## config.mk

```make
export PLATFORM = sky130hd
export DESIGN_NAME = ram_2p_masked_flat
export DESIGN_NICKNAME = d
export VERILOG_FILES = /design/src/rtl/ram_pkg.sv /design/src/rtl/ram_2p_masked_if.sv /design/src/rtl/ram_2p_clr_seq.sv /design/src/rtl/ram_2p_masked.sv /design/src/flat_wrapper.sv
export SDC_FILE = /design/constraint.sdc
export NUM_CORES = 2
export LEC_CHECK = 0
export BUFFER_PORTS_ARGS = -buffer_cell sky130_fd_sc_hd__buf_2
export CORE_AREA = 2 2 624 626
export CTS_CLUSTER_DIAMETER = 30
export DETAILED_ROUTE_END_ITERATION = 8
export DIE_AREA = 0 0 626 628
export PLACE_DENSITY_LB_ADDON = 0.3
export REMOVE_ABC_BUFFERS = 1
export SLEW_MARGIN = 10
export SYNTH_ARGS = -nofsm -noshare
export SYNTH_HDL_FRONTEND = slang
export SYNTH_SLANG_ARGS = --single-unit
export TNS_END_PERCENT = 50
```

## constraint.sdc

```tcl
create_clock -name clk -period 4.9 [get_ports clk]
set_input_delay 1.47 -clock clk [delete_from_list [all_inputs] [get_ports clk]]
set_output_delay 1.47 -clock clk [all_outputs]
set_load 0.05 [all_outputs]
```

## src/rtl/ram_pkg.sv

```systemverilog
// Shared types and helpers for the masked two-port RAM.
package ram_pkg;

    typedef enum logic {
        CLEAR = 1'b0,
        RUN   = 1'b1
    } state_t;

    function automatic int lane_w(input int data_w, input int lanes);
        return data_w / lanes;
    endfunction

endpackage

```

## src/rtl/ram_2p_masked_if.sv

```systemverilog
// Read/write port bundle of the masked two-port RAM.
interface ram_2p_masked_if #(
    parameter int DATA_W = 23,
    parameter int ADDR_W = 7,
    parameter int LANES  = 1
);
    logic [ADDR_W-1:0] raddr;
    logic              re;
    logic [DATA_W-1:0] rd;
    logic              rvalid;
    logic [ADDR_W-1:0] waddr;
    logic [DATA_W-1:0] wr;
    logic [LANES-1:0]  wmask;
    logic              we;
    logic              init_busy;

    modport master (
        output raddr, re, waddr, wr, wmask, we,
        input  rd, rvalid, init_busy
    );

    modport slave (
        input  raddr, re, waddr, wr, wmask, we,
        output rd, rvalid, init_busy
    );
endinterface

```

## src/rtl/ram_2p_clr_seq.sv

```systemverilog
// Post-reset clear sequencer: sweeps every entry to zero, then hands over to normal operation.
// state | meaning
// CLEAR | writing 0 to entry[cnt] each cycle, ports blocked
// RUN   | sweep done, normal read/write
module ram_2p_clr_seq
    import ram_pkg::*;
#(
    parameter int ADDR_W = 7
) (
    input  logic              clk,
    input  logic              rst,
    output logic [ADDR_W-1:0] clr_addr,
    output logic              clr_we,
    output logic              init_busy
);

    state_t            state;
    logic [ADDR_W-1:0] cnt;

    always_ff @(posedge clk or negedge rst) begin
        if (!rst) begin
            state <= CLEAR;
            cnt   <= '0;
        end else begin
            case (state)
                CLEAR: begin
                    cnt <= cnt + 1'b1;
                    if (&cnt) state <= RUN;
                end
                RUN: state <= RUN;
                default: state <= CLEAR;
            endcase
        end
    end

    assign clr_addr  = cnt;
    assign clr_we    = (state == CLEAR);
    assign init_busy = (state == CLEAR);

endmodule

```

## src/rtl/ram_2p_masked.sv

```systemverilog
// Two-port RAM with per-lane write mask and a zeroing sweep after reset.
// Define RAM_2P_BYPASS_EN to forward masked write lanes to a same-address read.
module ram_2p_masked
    import ram_pkg::*;
#(
    parameter int DATA_W = 23,
    parameter int ADDR_W = 7,
    parameter int LANES  = 1
) (
    input  logic            clk,
    input  logic            rst,
    ram_2p_masked_if.slave  bus
);

    localparam int LW    = lane_w(DATA_W, LANES);
    localparam int DEPTH = 1 << ADDR_W;

    logic [DATA_W-1:0] mem [DEPTH];
    logic [DATA_W-1:0] rd_q;
    logic [DATA_W-1:0] rd_nxt;
    logic              rvalid_q;
    logic [ADDR_W-1:0] clr_addr;
    logic              clr_we;
    logic              busy;
    logic              rd_en;

    ram_2p_clr_seq #(.ADDR_W(ADDR_W)) u_clr_seq (
        .clk       (clk),
        .rst       (rst),
        .clr_addr  (clr_addr),
        .clr_we    (clr_we),
        .init_busy (busy)
    );

    // Array has no reset so it maps onto a plain RAM macro.
    always_ff @(posedge clk) begin
        if (clr_we) begin
            mem[clr_addr] <= '0;
        end else if (bus.we) begin
            for (int i = 0; i < LANES; i++) begin
                if (bus.wmask[i]) mem[bus.waddr][i*LW +: LW] <= bus.wr[i*LW +: LW];
            end
        end
    end

    always_comb begin
        rd_nxt = mem[bus.raddr];
`ifdef RAM_2P_BYPASS_EN
        if (bus.we && (bus.waddr == bus.raddr)) begin
            for (int i = 0; i < LANES; i++) begin
                if (bus.wmask[i]) rd_nxt[i*LW +: LW] = bus.wr[i*LW +: LW];
            end
        end
`endif
    end

    assign rd_en = bus.re && !busy;

    always_ff @(posedge clk or negedge rst) begin
        if (!rst) begin
            rd_q     <= '0;
            rvalid_q <= 1'b0;
        end else begin
            rvalid_q <= rd_en;
            if (rd_en) rd_q <= rd_nxt;
        end
    end

    assign bus.rd        = rd_q;
    assign bus.rvalid    = rvalid_q;
    assign bus.init_busy = busy;

endmodule

```

## src/flat_wrapper.sv

```systemverilog
// flat-port wrapper written by rule: the top's interface ports become plain ports
module ram_2p_masked_flat import ram_pkg::*;
#(
    parameter int DATA_W = 23,
    parameter int ADDR_W = 7,
    parameter int LANES  = 1
)
  (clk, rst, bus_raddr, bus_re, bus_waddr, bus_wr, bus_wmask, bus_we, bus_rd, bus_rvalid, bus_init_busy);
  ram_2p_masked_if #(.DATA_W(DATA_W), .ADDR_W(ADDR_W), .LANES(LANES)) bus_i ();
  input  logic clk;
  input  logic rst;
  input wire logic [$bits(bus_i.raddr)-1:0] bus_raddr;
  input wire logic [$bits(bus_i.re)-1:0] bus_re;
  input wire logic [$bits(bus_i.waddr)-1:0] bus_waddr;
  input wire logic [$bits(bus_i.wr)-1:0] bus_wr;
  input wire logic [$bits(bus_i.wmask)-1:0] bus_wmask;
  input wire logic [$bits(bus_i.we)-1:0] bus_we;
  output wire logic [$bits(bus_i.rd)-1:0] bus_rd;
  output wire logic [$bits(bus_i.rvalid)-1:0] bus_rvalid;
  output wire logic [$bits(bus_i.init_busy)-1:0] bus_init_busy;
  assign bus_i.raddr = bus_raddr;
  assign bus_i.re = bus_re;
  assign bus_i.waddr = bus_waddr;
  assign bus_i.wr = bus_wr;
  assign bus_i.wmask = bus_wmask;
  assign bus_i.we = bus_we;
  assign bus_rd = bus_i.rd;
  assign bus_rvalid = bus_i.rvalid;
  assign bus_init_busy = bus_i.init_busy;
  ram_2p_masked #(.DATA_W(DATA_W), .ADDR_W(ADDR_W), .LANES(LANES)) u_core (.clk(clk), .rst(rst), .bus(bus_i));
endmodule
```

---- Yosys cells after proc, flatten, opt, wreduce, memory -nomap -nowiden ----
Memories as Yosys holds them, arrays and structs flattened. A register that Yosys moved wholly into a read port is not among the register bits.
Cells that the tools add are included.
storage, ports and cells
  register bits after elaboration ......... 9
  memory bits (writable) .................. 2944
  input port bits ......................... 42
  output and inout bits ................... 25
  word-level logic and storage cells ...... 20
  memories ................................ 1
operators by class
  $add $sub $neg .......................... 1
  multiplexer cells ....................... 10
  bitwise operators ....................... 1
  reductions and logical operators ........ 4
memories
  name        depth  bits a word  read ports  clocked after memory_dff  write ports  line                 source
  u_core.mem  128    23           1           1                         1            ram_2p_masked.sv:18  logic [DATA_W-1:0] mem [DEPTH];
operators with widths
  kind                                          number
  2-to-1 mux 23 bit                             1
  OR reduction 23 bit                           1
  adder 7 x 1 -> 7 bit (second input constant)  1
  2-to-1 mux 1 bit                              7
  2-to-1 mux 7 bit                              1
  AND reduction 7 bit                           1
  one-hot mux 1 bit (2 select lines)            1
  logical AND 1 bit                             1
  zero test 1 bit                               1
  NOT 1 bit                                     1

---- Logic depth before layout (Yosys ltp) ----
  word-level depth ........................ 6
  gate-level depth with buffers ........... 11

---- Modules after synthesis ----
From an unflattened synthesis, not the netlist that was laid out.
second synthesis, totals
  cells, all modules ...................... 5894
  area total of the unflattened synthesis .. 115667.2 µm²
modules (own cells, without submodules)
  module          times used  cells each  area each (µm²)
  ram_2p_masked   1           5868        115328.1
  ram_2p_clr_seq  1           26          339.1

---- Worst setup path after synthesis ----
No wires, ideal clock.
  path kind ............................... input-to-reg
  from .................................... in bus_we
  to ...................................... mem u_core.mem[0][10] (data pin)
  arrival ................................. 4113 ps
  data required time ...................... 4365 ps
  setup slack ............................. 252 ps
  stages on the path ...................... 5
  path buffers ............................ 3
  cells stage by stage .................... and3_1 > clkbuf_1 > clkbuf_1 > clkbuf_1 > and2_1
between the ends
  longest elaborated chain between the ends .. 5
ends and longest elaborated chain
  item                                    line                 source
  from (decl)                             flat_wrapper.sv:17   input wire logic [$bits(bus_i.we)-1:0] bus_we;
  2-to-1 mux 1 bit                        ram_2p_masked.sv:39  end else if (bus.we) begin
  2-to-1 mux 1 bit                        ram_2p_masked.sv:37  if (clr_we) begin
  2-to-1 mux 1 bit (not written as such)  ram_2p_masked.sv:41  if (bus.wmask[i]) mem[bus.waddr][i*LW +: LW] <= bus.wr[i*LW +: LW];
  OR reduction 23 bit (no source line)    n/a
  2-to-1 mux 23 bit (no source line)      n/a
  to (decl)                               ram_2p_masked.sv:18
No other way between the ends.

==> metrics <==
Worst Path Max Fanout 24; count of hold-fix buffers inserted at cts 0; Reg clk slew, reported paths 0.05 ns; XOR/XNOR Fraction of Synth Area 0.0454%; # nets final 6560; simple-gate share of the synthesized area 2.51%; DRC 0; post-route cell area 0.145 mm^2; PD cells 468 mW/mm^2; Startpoint Class input pin; total negative slack 0 ns; endpoints failing setup 0; Synth Instances 5706; peak supply drop 0.254 mV; met2 Resource Use GR 28.1%; status finished, final reports clean; mux contribution to synthesized area 14.5%; first-pass GRT wire length 485000 um; PortBufs 66; number of synthesized register bits 2976; async set-reset flop share out of synthesis 1.08%; synthesis-to-layout area growth 25.5%; TritonCTS Buffers 571; post-synth top area share 76.4%; H-tree levels 6; post-synthesis adder-cell area fraction 0.0108%; max-slew violation count 0; fin util 37.5%; Synth Area in Compound Gates 4.02%; Mean Syn Cell Area 20.3 um^2; post-synthesis cell area 0.116 mm^2; Rows 229; max-cap violation count 0; area of the core 0.387 mm^2; CTS tree yes; Tcrit/Tclk final 85.9%; largest net degree at the start of global routing 129; Routability Congestion 0.824; Pleak 41.0 nW; gr ovfl total 0; commonest cells in the netlist 2944 x edfxtp_1, 453 x mux2i_1, 443 x mux4_2; max incr delay on CP 0.67 ns; total die area 0.393 mm^2; Syn. warnings 0; Final HPWL DP 209000 um; initial antenna violation count 24; Clk Latency, worst-skew pair 0.93 ns; share of cells above drive strength 1 32.7%; unrepaired setup endpoints after global routing false; Seq. cell area 0.0892 mm^2; post-DR wirelength/cell 28.6 um; cells along the critical path buf_8 > buf_12 > nand2b_2 > buf_4 > buf_4 > o22ai_1 > o31ai_1 > a21boi_0 > o21ai_0 > buf_4 > o21ai_1; Synth area leaders edfxtp_1 76%, mux4_2 8.6%, mux2i_1 3.9%, mux2_2 1.9%, o22ai_1 1.1%; antenna-violating nets left 0; Clock Sinks 2976; largest family of logic cells by synthesized area multiplexers; cell with the most instances after synthesis edfxtp_1; gr usage total 17.3%; Worst Clk Skew 0.0666 ns; min Tclk post-route 4.21 ns; drt via density 5.08; met3 usage 3.01%; Seq/Total Area, Yosys 77.1%; aggregate routed wire length 349000 um; CP Data Required Time 5.69 ns; Least-Margin Pin Slew 1.34 ns; Post-CTS Setup Inserts 0; Die Y 628 um; GR Util met1 23.1%; clk buf depth 4; Primary FF master, synth edfxtp_1; busiest grt layer met2; crit end category flop; placed cell area 0.126 mm^2; CTS root buf clkbuf_16; Post-synth EDFFs 2944; io pins 67; WS Path Type input pin to flop; critical path data arrival time 5.00 ns; drt initial violations 6502; initial cell density of the core 29.9%; DIE WIDTH 626 um; post-synth top area cell edfxtp_1; drt pass-1 iters 6; Fmax achieved 0.237 GHz; Worst path most repeated cell buf_4; multi-input combinational cell area 0.0248 mm^2; Filler cells 35000; Post-CTS Resized 0; number of distinct library cells after synthesis 56; Hold Crit Class input pin to asynchronous set/reset pin; DR vias 61900; Hold Vio Cnt, Final 0; vias in the first global route 62600; Worst slew margin 10.1%; Max stage delay cell, worst path o31ai_1
layer usage:
| layer | vias up | part of all wire [%] |
|---|---|---|
| met5 | - | 0.0077 |
| met4 | 4 | 3.7 |
| met3 | 545 | 6.5 |
| met2 | 2470 | 48 |
| met1 | 33300 | 42 |
| li1 | 25600 | - |
path summary, 6_finish.rpt:
path / to / depth (start not counted) / startpoint / slack, ns
setup / recovery: u_core.bus.rd[21] / 11 / bus_raddr[0] / 0.69
hold / removal: u_core.bus.rd[0] / 1 / rst / 0.34
setup reg to reg: u_core.bus.rd[20] / 6 / u_core.u_clr_seq.state / 1.04
hold reg to reg: u_core.bus.rd[16] / 1 / u_core.bus.rd[16] / 0.52
max in group asynchronous: u_core.bus.rd[21] / 2 / rst / 3.67
min in group clk: u_core.bus.rd[16] / 1 / u_core.bus.rd[16] / 0.52
per-stage QoR:
| step | cells | setup WS (ns) | total power [mW] | hold WS (ns) |
|---|---|---|---|---|
| floorplan | 5370 | 0.362 | 28.6 | 0.508 |
| detailed placement | 11100 | -0.213 | 29.8 | 0.500 |
| global placement | 11100 | -0.185 | 29.8 | 0.496 |
| global route | 12200 | 0.597 | 69.7 | 0.297 |
| finish | 12200 | 0.689 | 68.0 | 0.336 |
| CTS | 12200 | 0.747 | 68.4 | 0.283 |
layout by cell type, fill, tap and decap left out, drive strengths merged, types with 34 or more instances in the layout:
| master | count |
|---|---|
| clkbuf | 649 |
| buf | 574 |
| nor2 | 257 |
| edfxtp | 2944 |
| o21ai | 47 |
| mux2 | 197 |
| o221ai | 75 |
| bufinv | 71 |
| mux2i | 453 |
| clkinv | 246 |
| a211oi | 54 |
| nand2 | 170 |
| clkinvlp | 35 |
| inv | 46 |
| o31ai | 36 |
| mux4 | 443 |
| a21oi | 51 |
| and2 | 72 |
| o22ai | 206 |
| o41ai | 34 |
| o32ai | 37 |
worst max-delay path, delay by kind of cell:
| kind | cells | cell delay, ns |
|---|---|---|
| buffers and inverters | 5 | 1.19 |
| AO/OA/AOI/OAI | 5 | 1.85 |
| AND/OR/NAND/NOR | 1 | 0.36 |
power breakdown:
part / total [mW] / switching (mW) / internal [mW]
Clock: 38.7 / 13.2 / 25.5
Sequential: 27.6 / 0 / 27.6
Combinational: 1.66 / 1.07 / 0.599
Total: 68.0 / 14.3 / 53.7
sequential cells by signal (all words and copies together), names as in the netlist:
register	flops
u_core.bus.rvalid	1
u_core.mem	2944
u_core.bus.rd	23
u_core.u_clr_seq.clr_addr	7
u_core.u_clr_seq.state	1
cell type report:
cell class / instances / area share, %
antenna: 13 / 0.0224
clock inverter: 393 / 3.12
sequential: 2976 / 61.5
multi-input combinational: 2389 / 17.1
clock buffer: 649 / 10.1
tap: 5197 / 4.48
inverter: 5 / 0.0155
timing repair buffer: 574 / 3.68
cell families after synthesis:
logic type | after synthesis
buffers and inverters | 341
DFF | 2976
muxes | 1093
xor gates and xnor gates | 6
adders and majority gates | 1
AOI/OAI and AO/OA | 647
and+or+nand+nor | 642
Note: power is estimated with default switching activity, not from simulation.
